## src/rtl/apb_bridge_arbiter.sv

```systemverilog
// Round-robin arbiter in front of the APB bridge's single AHB-side port.
// One transfer in flight at a time; out-of-window addresses and stalled bridges complete with error.
module apb_bridge_arbiter #(
    parameter int          NUM_M    = 3,
    parameter int          TIMEOUT  = 16,
    parameter logic [31:0] ERR_DATA = 32'hDEAD_BEEF
) (
    input  logic                  PCLK,
    input  logic                  Prst,
    input  logic [NUM_M-1:0]      m_req,
    input  logic [NUM_M-1:0]      m_write,
    input  logic [32*NUM_M-1:0]   m_addr,
    input  logic [32*NUM_M-1:0]   m_wdata,
    output logic [NUM_M-1:0]      m_done,
    output logic [NUM_M-1:0]      m_err,
    output logic [31:0]           m_rdata,
    output logic                  Hen,
    output logic                  Hwrite,
    output logic [31:0]           Haddr,
    output logic [31:0]           Hwdata,
    input  logic                  Hready,
    input  logic [31:0]           Hrdata
);

    localparam int              PW        = $clog2(NUM_M);
    localparam int              WW        = $clog2(TIMEOUT);
    localparam logic [PW:0]     LP_NM     = (PW+1)'(NUM_M);
    localparam logic [WW-1:0]   LP_WD_MAX = WW'(TIMEOUT-1);

    typedef enum logic [1:0] {S_IDLE, S_ISSUE, S_WAIT, S_DONE} state_t;

    state_t             r_state, w_state_nxt;
    logic [PW-1:0]      r_rr_ptr, w_rr_ptr_nxt;
    logic [PW-1:0]      r_gnt, w_gnt_nxt;
    logic [WW-1:0]      r_wdog, w_wdog_nxt;
    logic               r_oow, w_oow_nxt;
    logic               w_hen_nxt, w_hwrite_nxt;
    logic [31:0]        w_haddr_nxt, w_hwdata_nxt, w_rdata_nxt;
    logic [NUM_M-1:0]   w_done_nxt, w_err_nxt;

    logic [2*NUM_M-1:0] w_req2;
    logic               w_any;
    logic [PW-1:0]      w_off, w_win, w_win_inc;
    logic [PW:0]        w_sum, w_sum_wr, w_sum_inc;
    logic               w_win_write;
    logic [31:0]        w_win_addr, w_win_wdata;
    logic [NUM_M-1:0]   w_gnt_oh;

    // Rotate requests so bit k is requester (rr_ptr+k) mod NUM_M; lowest set bit wins.
    assign w_req2 = {m_req, m_req} >> r_rr_ptr;

    always_comb begin
        w_any = 1'b0;
        w_off = '0;
        for (int k = NUM_M-1; k >= 0; k--) begin
            if (w_req2[k]) begin
                w_any = 1'b1;
                w_off = PW'(k);
            end
        end
    end

    assign w_sum     = {1'b0, r_rr_ptr} + {1'b0, w_off};
    assign w_sum_wr  = w_sum - LP_NM;
    assign w_win     = (w_sum >= LP_NM) ? w_sum_wr[PW-1:0] : w_sum[PW-1:0];
    assign w_sum_inc = {1'b0, w_win} + (PW+1)'(1);
    assign w_win_inc = (w_sum_inc == LP_NM) ? '0 : w_sum_inc[PW-1:0];

    always_comb begin
        w_win_write = 1'b0;
        w_win_addr  = '0;
        w_win_wdata = '0;
        w_gnt_oh    = '0;
        for (int i = 0; i < NUM_M; i++) begin
            if (w_win == PW'(i)) begin
                w_win_write = m_write[i];
                w_win_addr  = m_addr[32*i +: 32];
                w_win_wdata = m_wdata[32*i +: 32];
            end
            w_gnt_oh[i] = (r_gnt == PW'(i));
        end
    end

    always_ff @(posedge PCLK) begin
        if (Prst) begin
            r_state  <= S_IDLE;
            r_rr_ptr <= '0;
            r_gnt    <= '0;
            r_wdog   <= '0;
            r_oow    <= 1'b0;
            Hen      <= 1'b0;
            Hwrite   <= 1'b0;
            Haddr    <= '0;
            Hwdata   <= '0;
            m_done   <= '0;
            m_err    <= '0;
            m_rdata  <= '0;
        end else begin
            r_state  <= w_state_nxt;
            r_rr_ptr <= w_rr_ptr_nxt;
            r_gnt    <= w_gnt_nxt;
            r_wdog   <= w_wdog_nxt;
            r_oow    <= w_oow_nxt;
            Hen      <= w_hen_nxt;
            Hwrite   <= w_hwrite_nxt;
            Haddr    <= w_haddr_nxt;
            Hwdata   <= w_hwdata_nxt;
            m_done   <= w_done_nxt;
            m_err    <= w_err_nxt;
            m_rdata  <= w_rdata_nxt;
        end
    end

    // Every output is computed for the next state, so each is valid in the state it belongs to.
    always_comb begin
        w_state_nxt  = r_state;
        w_rr_ptr_nxt = r_rr_ptr;
        w_gnt_nxt    = r_gnt;
        w_wdog_nxt   = r_wdog;
        w_oow_nxt    = r_oow;
        w_hen_nxt    = 1'b0;
        w_hwrite_nxt = Hwrite;
        w_haddr_nxt  = Haddr;
        w_hwdata_nxt = Hwdata;
        w_rdata_nxt  = m_rdata;
        w_done_nxt   = '0;
        w_err_nxt    = '0;
        case (r_state)
            S_IDLE: begin
                if (w_any) begin
                    w_gnt_nxt    = w_win;
                    w_rr_ptr_nxt = w_win_inc;
                    w_wdog_nxt   = '0;
                    w_oow_nxt    = (w_win_addr[31:10] != '0);
                    w_state_nxt  = S_ISSUE;
                    // Out-of-window grants still pass through ISSUE, but with Hen held low.
                    if (w_win_addr[31:10] == '0) begin
                        w_hen_nxt    = 1'b1;
                        w_hwrite_nxt = w_win_write;
                        w_haddr_nxt  = w_win_addr;
                        w_hwdata_nxt = w_win_wdata;
                    end
                end
            end
            S_ISSUE: begin
                if (r_oow) begin
                    w_rdata_nxt = '0;
                    w_done_nxt  = w_gnt_oh;
                    w_err_nxt   = w_gnt_oh;
                    w_state_nxt = S_DONE;
                end else begin
                    w_wdog_nxt  = r_wdog + WW'(1);
                    w_state_nxt = S_WAIT;
                end
            end
            S_WAIT: begin
                // wdog counts cycles since Hen, so a timeout reply lands TIMEOUT cycles after it.
                w_wdog_nxt = r_wdog + WW'(1);
                if (Hready) begin
                    w_rdata_nxt = Hwrite ? 32'h0 : Hrdata;
                    w_done_nxt  = w_gnt_oh;
                    w_state_nxt = S_DONE;
                end else if (r_wdog == LP_WD_MAX) begin
                    w_rdata_nxt = ERR_DATA;
                    w_done_nxt  = w_gnt_oh;
                    w_err_nxt   = w_gnt_oh;
                    w_state_nxt = S_DONE;
                end
            end
            S_DONE: begin
                w_state_nxt = S_IDLE;
            end
            default: begin
                w_state_nxt = S_IDLE;
            end
        endcase
    end

endmodule
```

## config.mk

```make
export PLATFORM = sky130hd
export DESIGN_NAME = apb_bridge_arbiter
export DESIGN_NICKNAME = d
export VERILOG_FILES = /design/src/rtl/apb_bridge_arbiter.sv
export SDC_FILE = /design/constraint.sdc
export NUM_CORES = 1
export LEC_CHECK = 0
export BUFFER_PORTS_ARGS = -buffer_cell sky130_fd_sc_hd__buf_2
export CAP_MARGIN = 30
export CORE_MARGIN = 2
export CORE_UTILIZATION = 32
export DETAILED_ROUTE_END_ITERATION = 10
export MAX_ROUTING_LAYER = met4
export PLACE_DENSITY_LB_ADDON = 0.08
export SKIP_CTS_REPAIR_TIMING = 1
export SYNTH_ARGS = -nofsm -noshare
export SYNTH_HDL_FRONTEND = slang
export SYNTH_SLANG_ARGS = --single-unit
```

## constraint.sdc

```tcl
create_clock -name PCLK -period 4.91 [get_ports PCLK]
set_input_delay 0.491 -clock PCLK [delete_from_list [all_inputs] [get_ports PCLK]]
set_output_delay 0.491 -clock PCLK [all_outputs]
set_load 0.03 [all_outputs]
```

==> metrics.yaml <==
timing:
  finalClockSkew_ns: 0.009653
  final_hold_viol_count: 0
  rsz0062_at_grt: "false"
  min_period_over_period_pct: 89.86
  holdWs_ns: 0.3341
  period_needed_ns: 4.412
  setup_viol: 0
  worstMarginPinSlew_ns: 0.8726
  slew_headroom_pct: 41.75
  drv_slew: 0
  fmax_ghz: 0.2267
  tns_ns: 0
drt:
  wl_per_cell_um: 14.68
  first_iter_violations: 274
  first_pass_iters: 4
  drc_errors: 0
  wl_met2_um: 8907
  wirelength_um: 18920
  maxUsedRoutingLayer: "met4"
  ant_nets: 0
  m1WireLength_um: 8480
  met3_length_um: 1145
  via_count: 6091
  vias_per_cell: 4.725
global_route:
  grt_max_degree: 68
  grt_first_pass_wirelength_um: 29990
  grt_remaining_overflow: 0
  grt_antenna_before_repair: 0
  track_usage_pct: 20.08
  grt_pass1_vias: 5828
run:
  maxCapViolations: 0
pwr:
  p_per_area_nw_per_um2: 568.4
  power.total_mw: 4.686
  ir_drop_uv: 416.2
  leakage_nw: 4.438
clock_tree:
  cts_buffers: 17
  clockBufferDepth: 2
  clock_latency_ns: 0.41
  cts_tree: "built"
  htree_levels: 4
  cts_root_buf: "clkbuf_16"
  cts.clk_slew.worst_paths_ns: 0.06
  clock-sinks: 115
yosys:
  synthMuxAreaShare_pct: 15.25
  ys.flop_type: "dfxtp_1"
  ys_warn_count: 0
  synthAdderAreaFrac_pct: 2.080
  ys_seq_area_share_pct: 39.86
  ys_types: 45
  synth_top_family_by_area: "simple AND/OR/NAND/NOR gates"
  synth_compound_gate_area_share_pct: 12.54
  syn_inst: 735
  async_reset_ff_share_pct: 0
  synth_fp_nets: 977
  synth_xor_area_share_pct: 0
  synthSimpleGateAreaFrac_pct: 24.00
  synth_edf_count: 0
  synth_area_um2: 5776
  avgSynthCellArea_um2: 7.858
  synth_seq_cells: 115
floorplan:
  start_util_pct: 32.37
  dieHeight_um: 138.3
  core_region_area_um2: 17840
  die_w_um: 138.3
  io_pins: 337
  rows: 49
  dieArea_um2: 19140
critical_path:
  cp_max_fo: 36
  reg2reg_depth: 14
  timing.rr.end: "Haddr[5]$_SDFFE_PP0P_"
  arrival_ns: 4.70
  worstSetupStartpointType: "flip-flop"
  end_kind: "flip-flop"
  startpoint: "r_rr_ptr[1]$_SDFFE_PP0P_"
  crit_type: "flip-flop to flip-flop"
  reg2reg_slack_ns: 0.50
  cp.required_ns: 5.20
  r2r-start: "r_rr_ptr[1]$_SDFFE_PP0P_"
  crit_end: "Haddr[5]$_SDFFE_PP0P_"
cells_and_area:
  syn_to_final_growth_pct: 42.74
  nNetsFinal: 1289
  antennaDiodeCount: 0
  fillCellCount: 1794
  regArea_um2: 2302
  drive_gt1_share_pct: 36.60
  multi_input_area_um2: 3144
placement:
  hpwl_um: 13610
  place.gp.congestion: 0.7949
  io_buffers: 336
outcome:
  run_status: "complete, no violations"
worst_hold_path:
  worst_hold_path_type: "primary input to flip-flop"
==> cells by family after synthesis <==
| kind of cell | count (synthesis) |
|---|---|
| AOI/OAI and AO/OA | 132 |
| DFF | 115 |
| buffers and inverters | 87 |
| muxes | 88 |
| adders and majority gates | 9 |
| and+or+nand+nor | 304 |
==> worst max-delay path, cell delays in order (launching register included) <==
cell,delay [ns]
dfxtp_1,0.35
or3_1,0.37
a31oi_1,0.19
ha_1,0.17
inv_1,0.05
fa_1,0.59
inv_1,0.06
ha_1,0.30
and2_1,0.15
or4_4,0.48
o311ai_1,0.24
nand4_1,0.14
or4b_4,0.75
buf_12,0.28
mux2i_1,0.14
==> cells in the mapped netlist, drive strengths merged (2+ instances only) <==
library cell | count | area, um2
nand2 | 170 | 638.1
dfxtp | 115 | 2302
mux2i | 88 | 880.8
o21ai | 73 | 365.4
a21oi | 38 | 190.2
clkbuf | 38 | 142.6
nand3 | 36 | 180.2
inv | 33 | 123.9
nor2 | 25 | 93.84
and3 | 24 | 150.1
buf | 16 | 95.09
nor4 | 11 | 68.82
ha | 8 | 100.1
nor2b | 6 | 37.54
nor3 | 6 | 30.03
a211oi | 4 | 30.03
or4 | 4 | 33.78
a31oi | 3 | 18.77
and2 | 3 | 18.77
nand3b | 3 | 22.52
nand4 | 3 | 18.77
nor3b | 3 | 22.52
or3 | 3 | 18.77
nand2b | 2 | 12.51
nand4b | 2 | 17.52
o21a | 2 | 15.01
or2 | 2 | 12.51
==> worst min path at each step <==
stage / start / end / slack (ns) / cells after the start
final: Hrdata[22] / m_rdata[22]$_SDFFE_PP0P_ / 0.33 / 3
after global routing: Hrdata[24] / m_rdata[24]$_SDFFE_PP0P_ / 0.33 / 3
after CTS: Hrdata[22] / m_rdata[22]$_SDFFE_PP0P_ / 0.31 / 3
after detailed placement: m_rdata[22]$_SDFFE_PP0P_ / m_rdata[22]$_SDFFE_PP0P_ / 0.44 / 2
after global placement: m_rdata[31]$_SDFFE_PP0P_ / m_rdata[31]$_SDFFE_PP0P_ / 0.44 / 2
after floorplan: r_wdog[1]$_SDFFE_PP0P_ / r_wdog[1]$_SDFFE_PP0P_ / 0.45 / 2
==> cell usage in the layout (no fill, tap or decap), drive strengths merged, types with 4 or more instances in the layout <==
| cell type | n |
|---|---|
| a211oi | 4 |
| o21ai | 73 |
| nor2b | 6 |
| ha | 8 |
| nand2 | 170 |
| nor3 | 6 |
| clkinv | 5 |
| nor2 | 25 |
| clkbuf | 20 |
| dfxtp | 115 |
| nor4 | 11 |
| a21oi | 38 |
| nand3 | 36 |
| mux2i | 88 |
| buf | 347 |
| or4 | 4 |
| inv | 37 |
| and3 | 24 |
==> layer usage <==
layer / track usage, % / up-vias
li1: - / 3139
met1: 24.64 / 2719
met2: 32.23 / 209
met3: 5.126 / 24
met4: 6.874 / 0
met5: - / -
==> power breakdown <==
| part | switching (mW) | total, mW | internal (mW) |
|---|---|---|---|
| Sequential | 0.0442 | 1.04 | 0.996 |
| Combinational | 1.48 | 2.38 | 0.898 |
| Clock | 0.474 | 1.27 | 0.797 |
==> sequential cells by signal, summed over array words and instances, names as in the netlist <==
signal and flops:
Hwdata 32, r_wdog 4, m_err 3, m_done 3, Hwrite 1, r_oow 1, m_rdata 32, r_state 2
r_gnt 2, Hen 1, Haddr 32, r_rr_ptr 2
==> stage by stage <==
step	setup WS (ns)	area [um2]	utilization, %	std cells
CTS	0.4865	8244	46.21	1289
floorplan	0.7333	5776	-	735
global placement	0.3010	7635	42.79	1257
detailed placement	0.2339	7635	42.79	1257
global route	0.2245	8244	46.21	1289
finish	0.4979	8244	46.21	1289
==> layout make-up <==
cell class	count	share of cell area, %
sequential	115	27.93
inverter	33	1.518
timing repair buffer	347	21.55
clock inverter	12	1.730
multi-input combinational	533	38.14
tap	229	3.475
clock buffer	20	5.661
(Power assumes the default switching activity.)
